<file path="config.mk">
export PLATFORM = sky130hd
export DESIGN_NAME = imem_dmem_arbiter
export DESIGN_NICKNAME = d
export VERILOG_FILES = /design/src/rtl/imem_dmem_arb_pkg.sv /design/src/rtl/arb_starve_prio.sv /design/src/rtl/imem_dmem_arbiter.sv
export SDC_FILE = /design/constraint.sdc
export NUM_CORES = 1
export LEC_CHECK = 0
export ABC_AREA = 1
export CAP_MARGIN = 30
export CELL_PAD_IN_SITES_DETAIL_PLACEMENT = 1
export CELL_PAD_IN_SITES_GLOBAL_PLACEMENT = 1
export CORE_ASPECT_RATIO = 1.25
export CORE_MARGIN = 2
export CORE_UTILIZATION = 12
export DETAILED_ROUTE_END_ITERATION = 10
export GPL_TIMING_DRIVEN = 0
export PLACE_DENSITY_LB_ADDON = 0.1
export SLEW_MARGIN = 15
export SYNTH_ARGS = -nofsm -noshare
export SYNTH_HDL_FRONTEND = slang
export SYNTH_SLANG_ARGS = --single-unit
</file>
<file path="constraint.sdc">
create_clock -name clk -period 4 [get_ports clk]
set_input_delay 0.8 -clock clk [delete_from_list [all_inputs] [get_ports clk]]
set_output_delay 0.8 -clock clk [all_outputs]
set_load 0.05 [all_outputs]
</file>
<file path="src/rtl/imem_dmem_arb_pkg.sv">
// imem_dmem_arb_pkg: shared types and constants for the imem/dmem port arbiter
package imem_dmem_arb_pkg;
  typedef enum logic {IDLE, WAIT} state_t;
  typedef enum logic [1:0] {OWN_NONE, OWN_IF, OWN_LS} owner_t;
  localparam logic [31:0] RSP_STORE_ACK = 32'h0;
endpackage

</file>
<file path="src/rtl/arb_starve_prio.sv">
// arb_starve_prio: LS-priority grant with a saturating starve counter that forces an IF win
module arb_starve_prio
  import imem_dmem_arb_pkg::*;
#(
  parameter int STARVE_MAX = 4
) (
  input  logic clk,
  input  logic rst,
  input  logic accept,
  input  logic if_valid,
  input  logic ls_valid,
  output logic grant_if,
  output logic grant_ls
);
  localparam int SW = $clog2(STARVE_MAX + 1);
  logic [SW-1:0] starve;
  logic force_if;
  assign force_if = (starve == SW'(STARVE_MAX)) && if_valid;
  assign grant_if = accept && (force_if || (!ls_valid && if_valid));
  assign grant_ls = accept && !force_if && ls_valid;
  always_ff @(posedge clk or posedge rst) begin
    if (rst) starve <= '0;
    else if (grant_if) starve <= '0;
    else if (grant_ls && if_valid && starve != SW'(STARVE_MAX)) starve <= starve + 1'b1;
  end
endmodule

</file>
<file path="src/rtl/imem_dmem_arbiter.sv">
// imem_dmem_arbiter: shares one synchronous-read memory port between fetch and load/store
module imem_dmem_arbiter
  import imem_dmem_arb_pkg::*;
#(
  parameter int ADDR_W       = 14,
  parameter int READ_LATENCY = 1,
  parameter int STARVE_MAX   = 4
) (
  input  logic              clk,
  input  logic              rst,
  input  logic              if_req_valid,
  input  logic [31:0]       if_req_addr,
  output logic              if_req_ready,
  input  logic              if_flush,
  output logic              if_rsp_valid,
  output logic [31:0]       if_rsp_data,
  input  logic              ls_req_valid,
  input  logic              ls_req_we,
  input  logic [31:0]       ls_req_addr,
  input  logic [31:0]       ls_req_wdata,
  input  logic [3:0]        ls_req_wstrb,
  output logic              ls_req_ready,
  output logic              ls_rsp_valid,
  output logic [31:0]       ls_rsp_data,
  output logic              mem_en,
  output logic [3:0]        mem_we,
  output logic [ADDR_W-1:0] mem_addr,
  output logic [31:0]       mem_wdata,
  input  logic [31:0]       mem_rdata
);
  localparam int CW = (READ_LATENCY > 1) ? $clog2(READ_LATENCY) : 1;
  state_t state, state_n;
  owner_t owner;
  logic [CW-1:0] cnt;
  logic store_q, flush_q, resp, accept, grant_if, grant_ls, hs;
  logic unused_addr_bits;
  assign unused_addr_bits = ^{if_req_addr[31:ADDR_W+2], if_req_addr[1:0],
                              ls_req_addr[31:ADDR_W+2], ls_req_addr[1:0]};
  assign resp   = (state == WAIT) && (cnt == CW'(READ_LATENCY - 1));
  // Async reset also masks the accept window so nothing leaks out while rst is high
  assign accept = !rst && ((state == IDLE) || resp);
  arb_starve_prio #(.STARVE_MAX(STARVE_MAX)) u_arb (
    .clk     (clk),
    .rst     (rst),
    .accept  (accept),
    .if_valid(if_req_valid),
    .ls_valid(ls_req_valid),
    .grant_if(grant_if),
    .grant_ls(grant_ls)
  );
  assign hs           = grant_if || grant_ls;
  assign if_req_ready = grant_if;
  assign ls_req_ready = grant_ls;
  assign mem_en       = hs;
  assign mem_we       = (grant_ls && ls_req_we) ? ls_req_wstrb : 4'h0;
  assign mem_addr     = grant_ls ? ls_req_addr[ADDR_W+1:2] : grant_if ? if_req_addr[ADDR_W+1:2] : '0;
  assign mem_wdata    = grant_ls ? ls_req_wdata : 32'h0;
  assign if_rsp_valid = resp && (owner == OWN_IF) && !flush_q && !if_flush;
  assign if_rsp_data  = if_rsp_valid ? mem_rdata : 32'h0;
  assign ls_rsp_valid = resp && (owner == OWN_LS);
  assign ls_rsp_data  = (ls_rsp_valid && !store_q) ? mem_rdata : RSP_STORE_ACK;
  always_comb begin
    state_n = hs ? WAIT : (state == WAIT && !resp) ? WAIT : IDLE;
  end
  always_ff @(posedge clk or posedge rst) begin
    if (rst) begin
      state   <= IDLE;
      cnt     <= '0;
      owner   <= OWN_NONE;
      store_q <= 1'b0;
      flush_q <= 1'b0;
    end else begin
      state   <= state_n;
      cnt     <= (hs || resp || state != WAIT) ? '0 : cnt + 1'b1;
      owner   <= hs ? (grant_if ? OWN_IF : OWN_LS) : resp ? OWN_NONE : owner;
      store_q <= hs ? (grant_ls && ls_req_we) : store_q;
      // A response cycle always retires the flag, so a request accepted there is never flushed
      flush_q <= resp ? 1'b0 : (state == WAIT && owner == OWN_IF && if_flush) ? 1'b1 : flush_q;
    end
  end
endmodule

</file>
==> results of run 1 <==
-- final timing paths --
kind / endpoint / slack (ps) / startpoint
worst max register to register: store_q / 2640 / u_arb.starve[0]
worst min register to register: u_arb.starve[0] / 510 / u_arb.starve[0]
worst min-delay path: u_arb.starve[0] / 510 / u_arb.starve[0]
min in group asynchronous: cnt / 810 / rst
worst max-delay path: mem_wdata[12] / 280 / rst
max in group asynchronous: store_q / 2980 / rst
-- power by group through the flow --
stage / logic, mW / registers [mW] / clock network [mW]
finish: 0.541 / 0.127 / 0.181
global route: 0.583 / 0.130 / 0.187
CTS: 0.550 / 0.127 / 0.184
detailed placement: 0.548 / 0.128 / 0
global placement: 0.541 / 0.127 / 0
floorplan: 0.317 / 0.125 / 0
-- registers in the layout, indices dropped and copies added (netlist names) --
name / cells
state: 1
owner: 2
cnt: 1
flush_q: 1
store_q: 1
u_arb.starve: 3
-- per-stage QoR --
stage                     hold WS (ps)   util
after global routing               555  0.328
after global placement             492  0.321
after CTS                          522  0.328
after floorplan                    475      -
final                              513  0.328
after detailed placement           510  0.321
-- logic make-up after synthesis --
logic type | synth area share
flip-flops | 0.152
AND/OR/NAND/NOR | 0.519
buffers and inverters | 0.296
XOR/XNOR | 0.00593
other | 0.00254
AO/OA/AOI/OAI | 0.00677
adder cells (fa/ha/maj) | 0.0169
-- synthesized netlist by cell type (2+ instances only) --
library cell	instances
dfrtp_1	9
nand2_2	3
nand4_1	2
ha_1	2
nor2_1	90
nand3_1	7
inv_2	3
nand3_4	2
nand2_1	56
nor2_2	12
buf_6	11
inv_1	79
-- final cells by class --
| cell class | instances | area [sq um] | share of cell area |
|---|---|---|---|
| Buffer | 11 | 124 | 0.0312 |
| Clock buffer | 3 | 75.1 | 0.0189 |
| Clock inverter | 1 | 5.00 | 0.00126 |
| Inverter | 83 | 314 | 0.0792 |
| Multi-Input combinational cell | 181 | 815 | 0.205 |
| Sequential cell | 9 | 225 | 0.0568 |
| Tap cell | 164 | 205 | 0.0518 |
| Timing Repair Buffer | 220 | 2200 | 0.555 |
-- placed cells by master, fill, tap and decap left out, drive strengths merged --
cell / n
clkdlybuf4s50: 220
nor2: 104
inv: 83
nand2: 60
buf: 11
dfrtp: 9
nand3: 9
clkbuf: 3
nand4: 2
ha: 2
xor2: 1
o21ai: 1
a21oi: 1
clkinv: 1
conb: 1
-- worst min-delay path: cells and delay by family (launching register included) --
family           cells  cell delay, ps
flip-flops           1             360
AND/OR/NAND/NOR      2             120
-- layer usage --
layer	GRT usage	routed length, um	vias to the layer above
met1	0.111	2890	1030
met5	0	0	-
li1	-	-	1220
met4	0.00929	25	0
met2	0.207	3720	148
met3	0.0387	986	3
==> key figures, run 1 <==
Worst setup path
  – Worst path top cell family by delay: buffers and inverters
  – Slowest cell on crit path: clkdlybuf4s50_1
  – CP most frequent cell: clkdlybuf4s50_1
  – CP peak stage delay: 820 ps
  – Cell-by-cell trace of the critical path: clkdlybuf4s50_1, inv_2, nand3_4, nor2_8, inv_4, buf_6, nor2_1, clkdlybuf4s50_1
  – CP Launch Type: primary input
  – Critical path peak fanout: 12
  – WP buf/inv: 5
  – Reg2reg path depth: 7
  – CP required: 3200 ps
  – Worst EP arrival: 2920 ps
  – Worst setup path class: primary input to output port
  – Crit. End Element: output port
  – WP depth: 8

Clock network
  – Clk Tree Root Cell: clkbuf_16
  – Clk pin slew, worst setup/hold paths: 40 ps
  – TritonCTS buffer count: 3
  – H-tree depth: 1
  – Post_cts resized: 0
  – Clk_lat worst skew: 240 ps
  – CTS sink count: 9
  – CTS tree: built
  – CTS Hold Bufs: 0
  – Longest Clk Path Bufs: 2
  – Post-CTS Setup Bufs: 0

Power and ir drop
  – Pwr Density: 214 nW/um^2
  – Combinational group share of total power: 0.637
  – Clock power frac: 0.213
  – Leak: 1.93 nW
  – Peak VDD IR: 0.000126 V
  – Sw Share: 0.451
  – Total power: 0.848 mW
  – P_int: 0.466 mW
  – Part of the power in registers: 0.149
  – Psw: 0.383 mW

Yosys
  – Largest cells by area after synthesis: nor2_1 (23%), inv_1 (20%), dfrtp_1 (15%), nand2_1 (14%), buf_6 (8.4%)
  – Post-synthesis average cell area: 5.20 sq um
  – Syn. warnings: 0
  – Post-synth ARST share: 1.00
  – Synth Register Bits: 9
  – Cell Area, Synth: 1480 sq um
  – EDFF count, synth: 0
  – Most used flip-flop cell after synthesis: dfrtp_1
  – Top cell type's share of synthesized area: 0.229
  – Synth Instances: 284
  – Cell variety after synth: 20
  – Post-Synthesis Net Count: 424
  – Post-synthesis sequential area ratio: 0.152
  – Yosys top cell by area: nor2_1

Finish
  – Share of post-route cells with drive strength above 1: 0.0768
  – Final instance area: 3970 sq um
  – Final Net Count: 649
  – Area grow syn2layout: 168%
  – Ant. Diodes: 0
  – Final Instance Count excl. Fillers: 672
  – Fill count: 1513

Routing
  – Via Count: 2401
  – Iter 0 DRT Violations: 37
  – Drt drc: 0
  – Drt total wl: 7630 um
  – DR WL/cell: 11.4 um
  – Routed Antenna Nets: 0
  – Vias per cell: 3.57
  – DR pass1 iterations: 4

Global route
  – Vias in the first global route: 2420
  – First-pass GRT wire length: 11300 um
  – Initial antenna violation count: 0
  – Largest net degree at the start of global routing: 13
  – Total congestion overflow: 0
  – GRT Util Overall: 0.106

STA
  – Worst-Margin Slew: 566 ps
  – RSZ-0062 raised after global routing: no
  – Pins over their slew limit: 0
  – Skew final: 2.45 ps
  – Setup TNS: 0 ps
  – Highest clock rate: 269 MHz
  – Final setup fails: 0
  – Slew headroom: 0.621
  – Min Tclk post-route: 3720 ps
  – Final worst slack: 276 ps
  – Final period utilization: 0.931
  – Hold Fails Final Rpt: 0

Placement
  – Dpl hpwl: 6900 um
  – Gpl congestion: 0.678
  – Number of port buffers: 220
  – Post-placement cell area: 3880 sq um
  – Pre-CTS setup slack: 192 ps
  – Inst Count DP: 668

Floorplanning
  – # rows: 45
  – Die area: 13200 sq um
  – Core Region: 12100 sq um
  – Height of the die: 128 um
  – Ports: 257
  – Die X: 103 um
  – Starting Density: 0.122

Status
  – Outcome: finished, final reports clean

Min path
  – WHS Path Cells: 2
  – Hold crit path type: flop to flop

Flow run
  – Max-Cap Viols: 0
Power figures use the tool's default switching activity.
==> run 2: changes to the inputs <==
--- a/config.mk
+++ b/config.mk
@@ -11,11 +11,12 @@
 export CELL_PAD_IN_SITES_GLOBAL_PLACEMENT = 1
 export CORE_ASPECT_RATIO = 1.25
 export CORE_MARGIN = 2
-export CORE_UTILIZATION = 12
+export CORE_UTILIZATION = 11
 export DETAILED_ROUTE_END_ITERATION = 10
 export GPL_TIMING_DRIVEN = 0
 export PLACE_DENSITY_LB_ADDON = 0.1
 export SLEW_MARGIN = 15
 export SYNTH_ARGS = -nofsm -noshare
 export SYNTH_HDL_FRONTEND = slang
+export SYNTH_HIERARCHICAL = 1
 export SYNTH_SLANG_ARGS = --single-unit
==> key figures, run 2 <==
STA
  – Final period utilization: 0.942
  – Hold Fails Final Rpt: 0
  – Highest clock rate: 265 MHz
  – RSZ-0062 raised after global routing: no
  – Min Tclk post-route: 3770 ps
  – Final setup fails: 0
  – Setup TNS: 0 ps
  – Worst-Margin Slew: 544 ps
  – Skew final: 1.41 ps
  – Final worst slack: 233 ps
  – Slew headroom: 0.636
  – Pins over their slew limit: 0

Finish
  – Area grow syn2layout: 172%
  – Regs by FF count: u_arb/starve (3), owner (2)
  – Max reg flops: 3
  – Ant. Diodes: 0
  – Share of post-route cells with drive strength above 1: 0.0682
  – Final Net Count: 654
  – Final Util: 0.305
  – Commonest non-fill, non-tap cell in the layout: clkdlybuf4s50_1
  – Largest Register: u_arb/starve
  – Most frequent cells in the layout: clkdlybuf4s50_1 (169), inv_1 (83), nand2_1 (73)
  – Final Instance Count excl. Fillers: 681

Clock network
  – CTS sink count: 9
  – Clk_lat worst skew: 230 ps
  – Clk Tree Root Cell: clkbuf_16
  – TritonCTS buffer count: 3
  – H-tree depth: 1
  – CTS tree: built
  – CTS Hold Bufs: 0
  – Longest Clk Path Bufs: 2
  – Post-CTS Setup Bufs: 0
  – Clk pin slew, worst setup/hold paths: 40 ps

Floorplanning
  – Die X: 106 um
  – Core Region: 12700 sq um
  – Height of the die: 131 um
  – Starting Density: 0.112
  – Ports: 257
  – # rows: 46
  – Die area: 13900 sq um

Yosys
  – Post-synthesis compound-gate area fraction: 0.0201
  – XOR/XNOR Fraction of Synth Area: 0
  – Largest family of logic cells by synthesized area: simple AND/OR/NAND/NOR gates
  – Synth Instances: 289
  – Post-synthesis average cell area: 4.95 sq um
  – Most frequent cell after synthesis: inv_1
  – Synth Register Bits: 9
  – Multiplexer share of the synthesized area: 0
  – Most used flip-flop cell after synthesis: dfrtp_1
  – Most frequent cells after synthesis: inv_1 (83), nand2_1 (73), nor2_1 (69), nand3_1 (19), dfrtp_1 (9)
  – Cell Area, Synth: 1430 sq um
  – Adder-cell area share of the yosys netlist: 0.0175
  – Cell variety after synth: 19
  – Top cell type's share of synthesized area: 0.218
  – Post-synth ARST share: 1.00
  – EDFF count, synth: 0
  – Post-synthesis sequential area ratio: 0.157
  – Synth Area in Simple Gates: 0.507
  – Syn. warnings: 6
  – Largest cells by area after synthesis: inv_1 (22%), nand2_1 (19%), nor2_1 (18%), dfrtp_1 (16%), nand3_1 (6.6%)
  – Yosys top cell by area: inv_1
  – Post-Synthesis Net Count: 429

Global route
  – First-pass GRT wire length: 13000 um
  – Initial antenna violation count: 0
  – Vias in the first global route: 2576
  – GRT Util Overall: 0.114
  – Met1 usage: 0.113
  – Largest net degree at the start of global routing: 11
  – Gr busiest metal: met2
  – Met3 GRT Util: 0.0630
  – Met2 Resource Use GR: 0.213
  – Total congestion overflow: 0

Min path
  – Min-delay src: flush_q
  – Hold EP: flush_q
  – Hold crit path type: flop to flop
  – WHS Path Cells: 2

Routing
  – Drt total wl: 8340 um
  – Iter 0 DRT Violations: 48
  – Drt drc: 0
  – Via Count: 2483
  – DR pass1 iterations: 3
  – DR WL/cell: 12.2 um
  – Routed Antenna Nets: 0
  – Vias per cell: 3.65

Power and ir drop
  – Pwr Density: 209 nW/um^2
  – Leak: 2.17 nW
  – Total power: 0.813 mW
  – Peak VDD IR: 0.000142 V

Status
  – Outcome: finished, final reports clean

Worst setup path
  – Reg2reg path depth: 6
  – Worst setup path class: primary input to output port
  – Crit. End Element: output port
  – RR Endpoint: owner[1]
  – CP Launch Type: primary input
  – Reg-to-reg slack, setup: 2250 ps
  – Worst EP arrival: 2970 ps
  – CP required: 3200 ps
  – FF-to-FF Start: state
  – Critical path peak fanout: 10

Flow run
  – Max-Cap Viols: 0

Placement
  – Inst Count DP: 677
  – Number of port buffers: 220
  – Pre-CTS setup slack: -402 ps
  – Gpl congestion: 0.702
  – Dpl hpwl: 7540 um
-- run 2: cell types whose count changed after synthesis, sizes merged, moves of 2 or more --
cell / previous run / this run
nand3: 9 / 21
nor2: 104 / 72
a21oi: 1 / 4
nand2: 60 / 76
clkbuf: 0 / 3
inv: 83 / 85
-- run 2: kinds of logic (layout without fill, tap and decap cells) --
logic type | Yosys count | count (layout)
other cells | 1 | 1
simple gates | 173 | 173
compound gates | 5 | 5
fa+ha+maj | 2 | 2
buf+inv | 99 | 323
flops | 9 | 9
-- run 2: layout make-up --
type	count	area, sq um
Buffer	14	104
Multi-Input combinational cell	181	786
Sequential cell	9	225
Tap cell	168	210
Clock buffer	4	78.8
Timing Repair Buffer	220	2160
Inverter	85	319
Fill cell	1610	8840
-- run 2: power by group --
part / total [mW] / internal [mW] / switching [mW]
clock: 0.172 / 0.133 / 0.0393
combinational: 0.515 / 0.196 / 0.318
sequential: 0.127 / 0.110 / 0.0164
-- run 2: per-layer routing --
layer | vias up | share of wire
met1 | 1065 | 0.35
met4 | 0 | 0.0041
li1 | 1249 | -
met2 | 167 | 0.48
met3 | 2 | 0.16
met5 | - | 0
-- run 2: worst max path at each step --
stage,startpoint,end,slack (ps),cells after the start
3_5_place_dp,rst,mem_addr[8],-400,9
4_1_cts,rst,mem_addr[8],30,9
2_1_floorplan,rst,mem_addr[10],620,7
5_1_grt,rst,mem_addr[8],40,9
3_3_place_gp,rst,mem_addr[8],-390,9
6_report,rst,mem_addr[8],230,9
-- run 2: critical path: stages --
cell	delay (ps)
clkdlybuf4s50_1	460
a21oi_2	220
nand2_2	120
a21oi_2	180
clkbuf_1	290
buf_2	300
nand3_1	110
nand2_1	100
clkdlybuf4s15_2	380
-- run 2: timing repair --
item	CTS	global route
resized for setup	69	1
setup endpoints to repair	51	25
pin swaps	0	0
-- run 2: metrics by stage --
| step | hold slack, ps | area [sq um] |
|---|---|---|
| finish | 518 | 3880 |
| global route | 575 | 3880 |
| CTS | 521 | 3880 |
| detailed placement | 509 | 3840 |
| global placement | 499 | 3840 |
| floorplan | 474 | 1430 |
==> run 3: changes to the inputs <==
--- a/config.mk
+++ b/config.mk
@@ -20,3 +20,4 @@
 export SYNTH_HDL_FRONTEND = slang
 export SYNTH_HIERARCHICAL = 1
 export SYNTH_SLANG_ARGS = --single-unit
+export TNS_END_PERCENT = 20
==> key figures, run 3 (same netlist as run 2, synthesis figures left out) <==
Status
  – Outcome: finished, final reports clean

Routing
  – Routed Antenna Nets: 0
  – Iter 0 DRT Violations: 47
  – Drt total wl: 8330 um
  – DR WL/cell: 12.2 um
  – DR pass1 iterations: 3
  – Drt drc: 0
  – Vias per cell: 3.65
  – Via Count: 2484

Worst setup path
  – CP peak stage delay: 460 ps
  – Critical path peak fanout: 10
  – Cell-by-cell trace of the critical path: clkdlybuf4s50_1, a21oi_2, nand2_2, a21oi_2, clkbuf_1, buf_2, nand3_1, nand2_1, clkdlybuf4s15_2
  – Worst EP arrival: 2950 ps
  – CP Launch Type: primary input
  – Slowest cell on crit path: clkdlybuf4s50_1
  – Crit. End Element: output port
  – Worst setup path class: primary input to output port
  – Reg-to-reg slack, setup: 2250 ps
  – CP most frequent cell: a21oi_2
  – Crit. Startpoint: rst
  – FF-to-FF Start: state
  – CP required: 3200 ps

Finish
  – Commonest non-fill, non-tap cell in the layout: clkdlybuf4s50_1
  – Regs by FF count: u_arb/starve (3), owner (2)
  – Share of post-route cells with drive strength above 1: 0.0682
  – Largest Register: u_arb/starve
  – Area grow syn2layout: 171%
  – Max reg flops: 3
  – Fill count: 1611
  – Most frequent cells in the layout: clkdlybuf4s50_1 (169), inv_1 (83), nand2_1 (73)
  – Final Net Count: 654
  – Ant. Diodes: 0

Global route
  – First-pass GRT wire length: 13000 um
  – Met1 usage: 0.112
  – Initial antenna violation count: 0
  – Met3 GRT Util: 0.0630
  – Largest net degree at the start of global routing: 11
  – Vias in the first global route: 2576
  – Total congestion overflow: 0
  – GRT Util Overall: 0.114
  – Gr busiest metal: met2
  – Met2 Resource Use GR: 0.213

Power and ir drop
  – Pwr Density: 210 nW/um^2
  – Total power: 0.813 mW
  – Leak: 2.17 nW
  – Peak VDD IR: 0.000142 V

Floorplanning
  – Die area: 13900 sq um
  – Ports: 257
  – Core Region: 12700 sq um
  – # rows: 46
  – Starting Density: 0.112
  – Height of the die: 131 um
  – Die X: 106 um

STA
  – Final period utilization: 0.937
  – Skew final: 1.41 ps
  – RSZ-0062 raised after global routing: no
  – Worst-Margin Slew: 544 ps
  – Highest clock rate: 267 MHz
  – Hold Fails Final Rpt: 0
  – Setup TNS: 0 ps
  – Final setup fails: 0
  – Min Tclk post-route: 3750 ps
  – Slew headroom: 0.636
  – Pins over their slew limit: 0
  – Final worst slack: 250 ps

Placement
  – Number of port buffers: 220
  – Gpl congestion: 0.702
  – Pre-CTS setup slack: -402 ps
  – Dpl hpwl: 7540 um

Clock network
  – Clk_lat worst skew: 230 ps
  – CTS tree: built
  – Longest Clk Path Bufs: 2
  – H-tree depth: 1
  – CTS sink count: 9
  – Post-CTS Setup Bufs: 0
  – Clk Tree Root Cell: clkbuf_16
  – CTS Hold Bufs: 0
  – Clk pin slew, worst setup/hold paths: 40 ps
  – TritonCTS buffer count: 3

Min path
  – Min-delay src: flush_q
  – Hold crit path type: flop to flop

Flow run
  – Max-Cap Viols: 0
-- run 3: routing by layer --
layer	vias to the layer above	share of wire	wire length, um
met1	1066	0.35	2940
met3	2	0.16	1330
met5	-	0	0
met4	0	0.0041	34
li1	1249	-	-
met2	167	0.48	4030
-- run 3: what timing repair did --
action,in CTS,in global routing
resized for setup,68,2
pin swaps,0,0
setup endpoints to repair,51,25
-- run 3: worst paths after layout --
path | to | cells past startpoint
worst max register to register | owner[1] | 6
worst min-delay path | flush_q | 2
max in group asynchronous | store_q | 2
min in group asynchronous | u_arb/starve[1] | 2
worst max-delay path | mem_addr[9] | 9
worst min register to register | flush_q | 2
-- run 3: power breakdown --
group          total, mW  switching, mW  internal (mW)
Clock              0.172         0.0393          0.133
Combinational      0.514          0.318          0.196
Sequential         0.127         0.0164          0.110
Total              0.813          0.374          0.439
-- run 3: metrics by stage --
step	hold WS [ps]	instance area, sq um	utilization	instances
floorplan	474	1430	-	289
CTS	521	3880	0.305	681
finish	518	3880	0.305	681
detailed placement	509	3840	0.302	677
global route	575	3880	0.305	681
global placement	499	3840	0.302	677
-- run 3: layout make-up --
class,count,area [sq um],share of cell area
multi-input cells,181,786,0.203
repair buffers,220,2150,0.556
inverters,85,319,0.0823
plain buffers,14,104,0.0268
flip-flops and latches,9,225,0.0581
well taps,168,210,0.0542
clock buffers,4,78.8,0.0203
-- run 3: worst max-delay path, delay by kind of cell --
kind	cells	cell delay, ps
AOI/OAI and AO/OA	2	400
buffers and inverters	4	1420
and+or+nand+nor	3	330
